## src/rtl/pwls_reg_bus_bridge_if.sv

```systemverilog
// Command-stream and peripheral register-bus bundle for pwls_reg_bus_bridge.
// The master modport is the bridge side; the slave modport is the front end
// together with the peripheral.
interface pwls_reg_bus_bridge_if #(
    parameter int DATA_BITS  = 13,
    parameter int CMD_BITS   = 3,
    parameter int ADDR_BITS  = 6,
    parameter int DATA_SHIFT = 0
);
    localparam int PB = DATA_BITS + DATA_SHIFT;

    logic [CMD_BITS+DATA_BITS-1:0] cmd_in;
    logic                          cmd_valid;
    logic                          cmd_ready;
    logic [ADDR_BITS-1:0]          periph_address;
    logic [PB-1:0]                 periph_data_in;
    logic [1:0]                    periph_data_write_n;
    logic [1:0]                    periph_data_read_n;
    logic [PB-1:0]                 periph_data_out;
    logic                          periph_data_ready;
    logic [DATA_BITS-1:0]          rdata;
    logic                          rdata_valid;
    logic                          err;

    modport master (
        input  cmd_in, cmd_valid, periph_data_out, periph_data_ready,
        output cmd_ready, periph_address, periph_data_in,
        output periph_data_write_n, periph_data_read_n,
        output rdata, rdata_valid, err
    );

    modport slave (
        output cmd_in, cmd_valid, periph_data_out, periph_data_ready,
        input  cmd_ready, periph_address, periph_data_in,
        input  periph_data_write_n, periph_data_read_n,
        input  rdata, rdata_valid, err
    );
endinterface

```

## src/rtl/pwls_reg_bus_bridge.sv

```systemverilog
// Bridge from packed {opcode, payload} command words to register-bus
// write strobes and timed-out reads on a pwl_synth-style peripheral port.
// Ports: clk, reset (sync, active-high), bus (master modport):
//   cmd_in/cmd_valid/cmd_ready   command handshake
//   periph_*                     peripheral address, data, strobes, ready
//   rdata/rdata_valid/err        read return and sticky timeout flag
// Optional: define PWLS_BRIDGE_AUTOINC_EN to post-increment the address
// after WRITE/WRITE_IMM/READ whose payload MSB is set.
module pwls_reg_bus_bridge #(
    parameter int DATA_BITS      = 13,
    parameter int CMD_BITS       = 3,
    parameter int ADDR_BITS      = 6,
    parameter int DATA_SHIFT     = 0,
    parameter int TIMEOUT_CYCLES = 15
) (
    input  logic                     clk,
    input  logic                     reset,
    pwls_reg_bus_bridge_if.master    bus
);
    localparam int PB = DATA_BITS + DATA_SHIFT;
    localparam logic [7:0] TO_LAST = 8'(TIMEOUT_CYCLES - 1);

    localparam logic [2:0] OP_CLR_ERR   = 3'd1;
    localparam logic [2:0] OP_WRITE_IMM = 3'd2;
    localparam logic [2:0] OP_SET_ADDR  = 3'd4;
    localparam logic [2:0] OP_SET_DATA  = 3'd5;
    localparam logic [2:0] OP_WRITE     = 3'd6;
    localparam logic [2:0] OP_READ      = 3'd7;

    typedef enum logic [1:0] {
        S_IDLE,
        S_WR,
        S_RD
    } state_t;

    state_t               state_q;
    logic [ADDR_BITS-1:0] addr_q;
    logic [DATA_BITS-1:0] data_q;
    logic [DATA_BITS-1:0] rdata_q;
    logic                 rdata_valid_q;
    logic                 err_q;
    logic [1:0]           write_n_q;
    logic [1:0]           read_n_q;
    logic [7:0]           cnt_q;

    logic [2:0]           opcode;
    logic [DATA_BITS-1:0] payload;
    logic                 accept;
    logic                 done_d;

    // Opcode always comes from the top three bits of the command word.
    assign opcode  = bus.cmd_in[CMD_BITS+DATA_BITS-1 -: 3];
    assign payload = bus.cmd_in[DATA_BITS-1:0];
    assign accept  = bus.cmd_valid && (state_q == S_IDLE);

    // A transaction ends after its single WR cycle, or in RD on ready/timeout.
    assign done_d = (state_q == S_WR) ||
                    ((state_q == S_RD) &&
                     (bus.periph_data_ready || (cnt_q == TO_LAST)));

`ifdef PWLS_BRIDGE_AUTOINC_EN
    logic                 inc_q;
    logic [ADDR_BITS-1:0] addr_inc_d;

    assign addr_inc_d = addr_q + ADDR_BITS'(1);
`endif

    always_ff @(posedge clk) begin
        if (reset) begin
            state_q       <= S_IDLE;
            addr_q        <= '0;
            data_q        <= '0;
            rdata_q       <= '0;
            rdata_valid_q <= 1'b0;
            err_q         <= 1'b0;
            write_n_q     <= 2'b11;
            read_n_q      <= 2'b11;
            cnt_q         <= '0;
`ifdef PWLS_BRIDGE_AUTOINC_EN
            inc_q         <= 1'b0;
`endif
        end else begin
            rdata_valid_q <= 1'b0;
            unique case (state_q)
                S_IDLE: begin
                    if (accept) begin
                        case (opcode)
                            OP_CLR_ERR:  err_q  <= 1'b0;
                            OP_SET_ADDR: addr_q <= payload[ADDR_BITS-1:0];
                            OP_SET_DATA: data_q <= payload;
                            OP_WRITE: begin
                                write_n_q <= 2'b10;
                                state_q   <= S_WR;
                            end
                            OP_WRITE_IMM: begin
                                data_q    <= payload;
                                write_n_q <= 2'b10;
                                state_q   <= S_WR;
                            end
                            OP_READ: begin
                                read_n_q <= 2'b10;
                                cnt_q    <= '0;
                                state_q  <= S_RD;
                            end
                            default: ;
                        endcase
                    end
                end
                S_WR: begin
                    write_n_q <= 2'b11;
                    state_q   <= S_IDLE;
                end
                S_RD: begin
                    if (bus.periph_data_ready) begin
                        rdata_q       <= bus.periph_data_out[PB-1:DATA_SHIFT];
                        rdata_valid_q <= 1'b1;
                        read_n_q      <= 2'b11;
                        state_q       <= S_IDLE;
                    end else if (cnt_q == TO_LAST) begin
                        rdata_q       <= '1;
                        err_q         <= 1'b1;
                        rdata_valid_q <= 1'b1;
                        read_n_q      <= 2'b11;
                        state_q       <= S_IDLE;
                    end else begin
                        cnt_q <= cnt_q + 8'd1;
                    end
                end
                default: begin
                    write_n_q <= 2'b11;
                    read_n_q  <= 2'b11;
                    state_q   <= S_IDLE;
                end
            endcase
`ifdef PWLS_BRIDGE_AUTOINC_EN
            // Flag is captured on every accept but only consumed when a
            // WR/RD transaction finishes, so other opcodes never see it.
            if (accept)
                inc_q <= payload[DATA_BITS-1];
            if (done_d && inc_q)
                addr_q <= addr_inc_d;
`endif
        end
    end

`ifndef PWLS_BRIDGE_AUTOINC_EN
    logic unused_done;
    assign unused_done = done_d;
`endif

    assign bus.cmd_ready           = (state_q == S_IDLE);
    assign bus.periph_address      = addr_q;
    assign bus.periph_data_in      = PB'(data_q) << DATA_SHIFT;
    assign bus.periph_data_write_n = write_n_q;
    assign bus.periph_data_read_n  = read_n_q;
    assign bus.rdata               = rdata_q;
    assign bus.rdata_valid         = rdata_valid_q;
    assign bus.err                 = err_q;
endmodule

```

## src/flat_wrapper.sv

```systemverilog
// flat-port wrapper written by rule: the top's interface ports become plain ports
module pwls_reg_bus_bridge_flat 
#(
    parameter int DATA_BITS      = 13,
    parameter int CMD_BITS       = 3,
    parameter int ADDR_BITS      = 6,
    parameter int DATA_SHIFT     = 0,
    parameter int TIMEOUT_CYCLES = 15
)
  (clk, reset, bus_cmd_in, bus_cmd_valid, bus_periph_data_out, bus_periph_data_ready, bus_cmd_ready, bus_periph_address, bus_periph_data_in, bus_periph_data_write_n, bus_periph_data_read_n, bus_rdata, bus_rdata_valid, bus_err);
  pwls_reg_bus_bridge_if #(.DATA_BITS(DATA_BITS), .CMD_BITS(CMD_BITS), .ADDR_BITS(ADDR_BITS), .DATA_SHIFT(DATA_SHIFT)) bus_i ();
  input  logic clk;
  input  logic reset;
  input wire logic [$bits(bus_i.cmd_in)-1:0] bus_cmd_in;
  input wire logic [$bits(bus_i.cmd_valid)-1:0] bus_cmd_valid;
  input wire logic [$bits(bus_i.periph_data_out)-1:0] bus_periph_data_out;
  input wire logic [$bits(bus_i.periph_data_ready)-1:0] bus_periph_data_ready;
  output wire logic [$bits(bus_i.cmd_ready)-1:0] bus_cmd_ready;
  output wire logic [$bits(bus_i.periph_address)-1:0] bus_periph_address;
  output wire logic [$bits(bus_i.periph_data_in)-1:0] bus_periph_data_in;
  output wire logic [$bits(bus_i.periph_data_write_n)-1:0] bus_periph_data_write_n;
  output wire logic [$bits(bus_i.periph_data_read_n)-1:0] bus_periph_data_read_n;
  output wire logic [$bits(bus_i.rdata)-1:0] bus_rdata;
  output wire logic [$bits(bus_i.rdata_valid)-1:0] bus_rdata_valid;
  output wire logic [$bits(bus_i.err)-1:0] bus_err;
  assign bus_i.cmd_in = bus_cmd_in;
  assign bus_i.cmd_valid = bus_cmd_valid;
  assign bus_i.periph_data_out = bus_periph_data_out;
  assign bus_i.periph_data_ready = bus_periph_data_ready;
  assign bus_cmd_ready = bus_i.cmd_ready;
  assign bus_periph_address = bus_i.periph_address;
  assign bus_periph_data_in = bus_i.periph_data_in;
  assign bus_periph_data_write_n = bus_i.periph_data_write_n;
  assign bus_periph_data_read_n = bus_i.periph_data_read_n;
  assign bus_rdata = bus_i.rdata;
  assign bus_rdata_valid = bus_i.rdata_valid;
  assign bus_err = bus_i.err;
  pwls_reg_bus_bridge #(.DATA_BITS(DATA_BITS), .CMD_BITS(CMD_BITS), .ADDR_BITS(ADDR_BITS), .DATA_SHIFT(DATA_SHIFT), .TIMEOUT_CYCLES(TIMEOUT_CYCLES)) u_core (.clk(clk), .reset(reset), .bus(bus_i));
endmodule
```

## config.mk

```make
export PLATFORM = sky130hd
export DESIGN_NAME = pwls_reg_bus_bridge_flat
export DESIGN_NICKNAME = d
export VERILOG_FILES = /design/src/rtl/pwls_reg_bus_bridge_if.sv /design/src/rtl/pwls_reg_bus_bridge.sv /design/src/flat_wrapper.sv
export SDC_FILE = /design/constraint.sdc
export NUM_CORES = 1
export LEC_CHECK = 0
export BUFFER_PORTS_ARGS = -buffer_cell sky130_fd_sc_hd__buf_4
export CORE_MARGIN = 10
export CORE_UTILIZATION = 52
export DETAILED_ROUTE_END_ITERATION = 16
export HOLD_SLACK_MARGIN = 0.15
export MAX_ROUTING_LAYER = met4
export PLACE_DENSITY = 0.81
export SLEW_MARGIN = 30
export SYNTH_ARGS = -nofsm -noshare
export SYNTH_HDL_FRONTEND = slang
export SYNTH_SLANG_ARGS = --single-unit
```

## constraint.sdc

```tcl
create_clock -name clk -period 2.6 [get_ports clk]
set_input_delay 0.39 -clock clk [delete_from_list [all_inputs] [get_ports clk]]
set_output_delay 0.39 -clock clk [all_outputs]
set_load 0.02 [all_outputs]
```

---- After elaboration in Yosys (flattened, before gate mapping) ----
Index checks and enable logic that the tools add are counted.
Widths: inputs -> output; s select.
storage, ports and cells
  bits in registers ....................... 48
  input port bits ......................... 33
  output and inout port bits .............. 39
cells by class
  $add $sub $neg .......................... 1
  equal/unequal tests ..................... 18
  muxes and demuxes ....................... 27
  bitwise operators ....................... 2
  reductions and logical operators ........ 15
operators by type and width
  kind                 number
  $mux 8               4
  $mux 13              2
  $mux 2               9
  $pmux 8 s2           1
  $eq 3x3->1 const B   4
  $pmux 2 s2           3
  $reduce_and 3->1     4
  $reduce_and 5->1     2
  $add 8x1->8 const B  1
  $eq 8x4->1 const B   1
  $ne 2x2->1 const B   4
  $mux 1               6
  $ne 2x1->1 const B   3
  $pmux 2 s3           1
  $reduce_or 2->1      3
  $reduce_and 4->1     1
  $reduce_bool 2->1    2
  $eq 3x1->1 const B   1
  $eq 3x2->1 const B   1
  $ne 3x2->1 const B   1
  $ne 3x3->1 const B   1
  $eq 2x1->1 const B   1
  $eq 2x2->1 const B   1
  $logic_not 2->1      1
  other kinds (4)      5

---- Logic depth before layout (Yosys ltp) ----
  word-level depth ........................ 5
  depth in mapped cells ................... 6
  mapped depth without buffers ............ 5

---- Least setup slack after synthesis ----
No wires, ideal clock.
  path kind ............................... input-to-reg
  start point ............................. in bus_periph_data_ready
  end point ............................... reg u_core.cnt_q[3]
  library setup time ...................... 0.074 ns
  arrival time ............................ 1.384 ns
  required time ........................... 2.526 ns
  setup slack ............................. 1.142 ns
  stages .................................. 4
  path buffers ............................ 0
  cells stage by stage .................... or4b_1 > a31oi_4 > a41oi_1 > a31oi_1
between the ends
  cells in the longest elaborated chain, start to end .. 2
ends and longest elaborated chain
  item                        line                        RTL
  start: declaration          flat_wrapper.sv:17          input wire logic [$bits(bus_i.periph_data_ready)-1:0] bus_periph_data_ready;
  $ne 2x2->1 (no line)        --
  $reduce_and 5->1 (no line)  --
  end signal: assignment      pwls_reg_bus_bridge.sv:126  cnt_q <= cnt_q + 8'd1;
  end: declaration            pwls_reg_bus_bridge.sv:44   logic [7:0] cnt_q;
No other way between the ends.
A chain may end at the register's enable or synchronous reset.

---- Final worst setup path ----
  start point ............................. reg u_core.cnt_q[4]
  end point ............................... reg u_core.rdata_q[11] (netlist: u_core.bus.rdata[11])
between the ends
  cells in the longest elaborated chain, start to end .. 3
ends and longest elaborated chain
  item                         line                        RTL
  $eq 8x4->1                   --
  $reduce_bool 2->1 (no line)  --
  $reduce_and 2->1 (no line)   --
  end signal: assignment       pwls_reg_bus_bridge.sv:115  rdata_q <= bus.periph_data_out[PB-1:DATA_SHIFT];
  end: declaration             pwls_reg_bus_bridge.sv:39   logic [DATA_BITS-1:0] rdata_q;
No other way between the ends.

==> results.yml <==
timing:
  fmax_mhz: 594
  tightest_slew_ns: 0.527
  setup_tns_ns: 0
  period_minus_slack_ns: 1.68
  setup_viol: 0
  rsz0062_at_grt: "false"
  finalClockSkew_ns: 0.00708
  fin_crit_sh: 0.647
  slew_viol_final: 0
  slew-limit-headroom: 0.648
  holdWs_ns: 0.336
  hold_violations: 0
power_and_ir_drop:
  peakVddDrop_uv: 432
  switching_share: 0.231
  p_leak_nw: 1.26
  seqPwrFrac: 0.560
  comb_power_share: 0.119
  p_int_w: 0.00100
  p_per_area_nw_per_um2: 515
  p_switching_w: 0.000300
  clockPowerShare: 0.321
route:
  viasPerCell: 5.12
  wl_mm: 4.48
  ant_nets: 0
  dr_total_vias: 1617
  dr.first_iter.drc_count: 128
  wl_per_cell_um: 14.2
  drc: 0
  drtPass1Iterations: 4
cts:
  clkSinkCount: 46
  cts_setup_buffers: 0
  path_clk_slew_ns: 0.08
  worstSkewPairLatency_ns: 0.29
  cts_buffers: 5
  cts_root_buf: "clkbuf_8"
  cts_resized: 0
  clockBufferDepth: 2
  cts_htree_levels: 2
  cts_tree: "done"
  holdBufCountCts: 0
die:
  core_um2: 3440
  dieArea_um2: 6490
  ioPinCount: 72
  die_y_um: 80.5
  start_util: 0.554
  dieWidth_um: 80.5
  rows: 21
worst_setup_path:
  max_stage_delay_ns: 0.45
  path_max_fanout: 13
  cp-end-kind: "register"
  crit_type: "register to register"
  cp-start-kind: "register"
  arrival_ns: 1.92
  crit_required_ns: 2.83
  slowest_stage: "nor2_2"
  r2r_slack_ns: 0.92
  worstPathCellList: "nor4_4, a31oi_1, nor2_2, o21a_1"
  worst_r2r_path_depth: 4
  r2r-start: "u_core.cnt_q[4]"
  r2r_end: "u_core.bus.rdata[11]"
worst_hold_path:
  hold_class: "input port to register"
  hold-path-endpoint: "u_core.bus.periph_data_in[6]"
  worstHoldStart: "bus_cmd_in[6]"
  hold_path_depth: 3
finish:
  final_net_count: 306
  antenna_cells: 0
  nFillCells: 282
  fin_cells: 316
  final_cell_mix: "buf_4 (71), dfxtp_1 (46), nor2_1 (28), mux2i_1 (19), inv_1 (18)"
  drive_gt1_frac: 0.307
  layout_commonest_cell: "buf_4"
  syn_to_final_growth_pct: 32.7
yosys:
  yosys.area_share.simple: 0.167
  synth_fa_ha_area_frac: 0.0131
  synth_compound_area_frac: 0.162
  yosysSeqAreaShare: 0.483
  synth_top_family_by_area: "simple AND/OR/NAND/NOR gates"
  synth_area_leader_cell: "dfxtp_1"
  syn_avg_cell_area_um2: 9.43
  syn-instance-count: 202
  synthTopCellsByArea: "dfxtp_1 (48%), mux2i_1 (10%), nor2_1 (5.5%)"
  synth_top_area_frac: 0.483
  muxShareOfSynthArea: 0.0998
  synthXorXnorAreaFrac: 0.00919
  synth-seq-cells: 46
  ys_types: 41
  ys.warnings.count: 0
  syn_area_um2: 1910
global_route:
  grt_use_total: 0.138
  grt_max_degree: 44
  gr-total-overflow: 0
  antenna_found_initial: 0
  grt_pass1_vias: 1531
  grt_pass1_wl_mm: 7.04
placed_design:
  portBuffers: 69
  dpl.hpwl_mm: 3.48
  place.gp.congestion: 0.840
  placed_cells: 310
run_status:
  outcome: "completed"
job:
  maxCapViolCount: 0
[through the flow]
| step | power (W) | setup WS [ns] | cell area, um^2 | utilization |
|---|---|---|---|---|
| 2_1_floorplan | 0.000826 | 1.14 | 1910 | - |
| 4_1_cts | 0.00131 | 0.898 | 2530 | 0.735 |
| 6_report | 0.00130 | 0.917 | 2530 | 0.735 |
| 3_5_place_dp | 0.000901 | 0.815 | 2450 | 0.711 |
| 5_1_grt | 0.00135 | 0.741 | 2530 | 0.735 |
| 3_3_place_gp | 0.000899 | 0.840 | 2450 | 0.711 |
[cell families (layout without fill, tap and decap cells)]
kind of cell,after synthesis,in the layout
compound gates,46,46
xor+xnor,2,2
fa+ha+maj,2,2
buf+inv,28,95
flops,46,46
mux,19,19
other cells,1,2
simple gates,58,58
[final cells by class]
class / instances / area (um^2) / area share
Clock buffer: 6 / 82.6 / 0.0327
Inverter: 18 / 67.6 / 0.0267
Multi-Input combinational cell: 129 / 867 / 0.343
Sequential cell: 46 / 921 / 0.364
Tap cell: 46 / 57.6 / 0.0228
Timing Repair Buffer: 71 / 533 / 0.211
[worst max-delay path, delay by kind of cell (launching register included)]
| kind | cells | cell delay (ns) |
|---|---|---|
| simple gates | 2 | 0.86 |
| compound gates | 2 | 0.38 |
| flops | 1 | 0.38 |
[per-layer routing]
metal,vias up,track usage,part of all wire
li1,828,-,-
met1,737,0.155,0.44
met2,46,0.209,0.45
met3,6,0.0668,0.094
met4,0,0.0475,0.0098
met5,-,-,0
[registers in the layout, indices dropped and copies added (netlist names)]
signal / count
u_core.bus.periph_data_write_n: 1
u_core.bus.err: 1
u_core.state_q: 2
u_core.bus.periph_data_in: 13
u_core.bus.rdata_valid: 1
u_core.cnt_q: 8
u_core.bus.periph_data_read_n: 1
u_core.bus.periph_address: 6
u_core.bus.rdata: 13
[how the worst max path moves through the flow]
stage	start	to	slack, ns	cells after the start
6_report	u_core.cnt_q[4]	u_core.bus.rdata[11]	0.92	4
3_5_place_dp	reset	u_core.cnt_q[3]	0.81	5
4_1_cts	u_core.cnt_q[4]	u_core.bus.rdata[9]	0.90	4
2_1_floorplan	bus_periph_data_ready	u_core.cnt_q[3]	1.14	4
5_1_grt	u_core.cnt_q[4]	u_core.bus.rdata[10]	0.74	4
3_3_place_gp	reset	u_core.cnt_q[3]	0.84	5
[power by group through the flow]
stage | logic (W) | registers (W) | clock network (W)
after floorplan | 0.0000636 | 0.000762 | 0
after global placement | 0.000154 | 0.000745 | 0
after detailed placement | 0.000156 | 0.000745 | 0
after CTS | 0.000157 | 0.000729 | 0.000426
after global routing | 0.000170 | 0.000731 | 0.000445
final | 0.000155 | 0.000729 | 0.000418
[synth_stat cells (all sizes together)]
library cell / instances
o21ai: 3
dfxtp: 46
nor3: 2
o21a: 13
and4: 1
o31ai: 1
nor4: 3
clkbuf: 5
o22ai: 2
buf: 5
and2: 1
and3b: 1
or4b: 1
a22oi: 1
a211o: 2
a21oi: 17
nand2b: 1
and4b: 1
ha: 2
nor3b: 3
nand3: 4
inv: 18
a41oi: 1
a31oi: 6
nand4bb: 1
conb: 1
xnor2: 2
and3: 2
mux2i: 19
nand4: 1
nand2: 5
or3: 2
nor2: 29
Note: power is estimated with default switching activity, not from simulation.
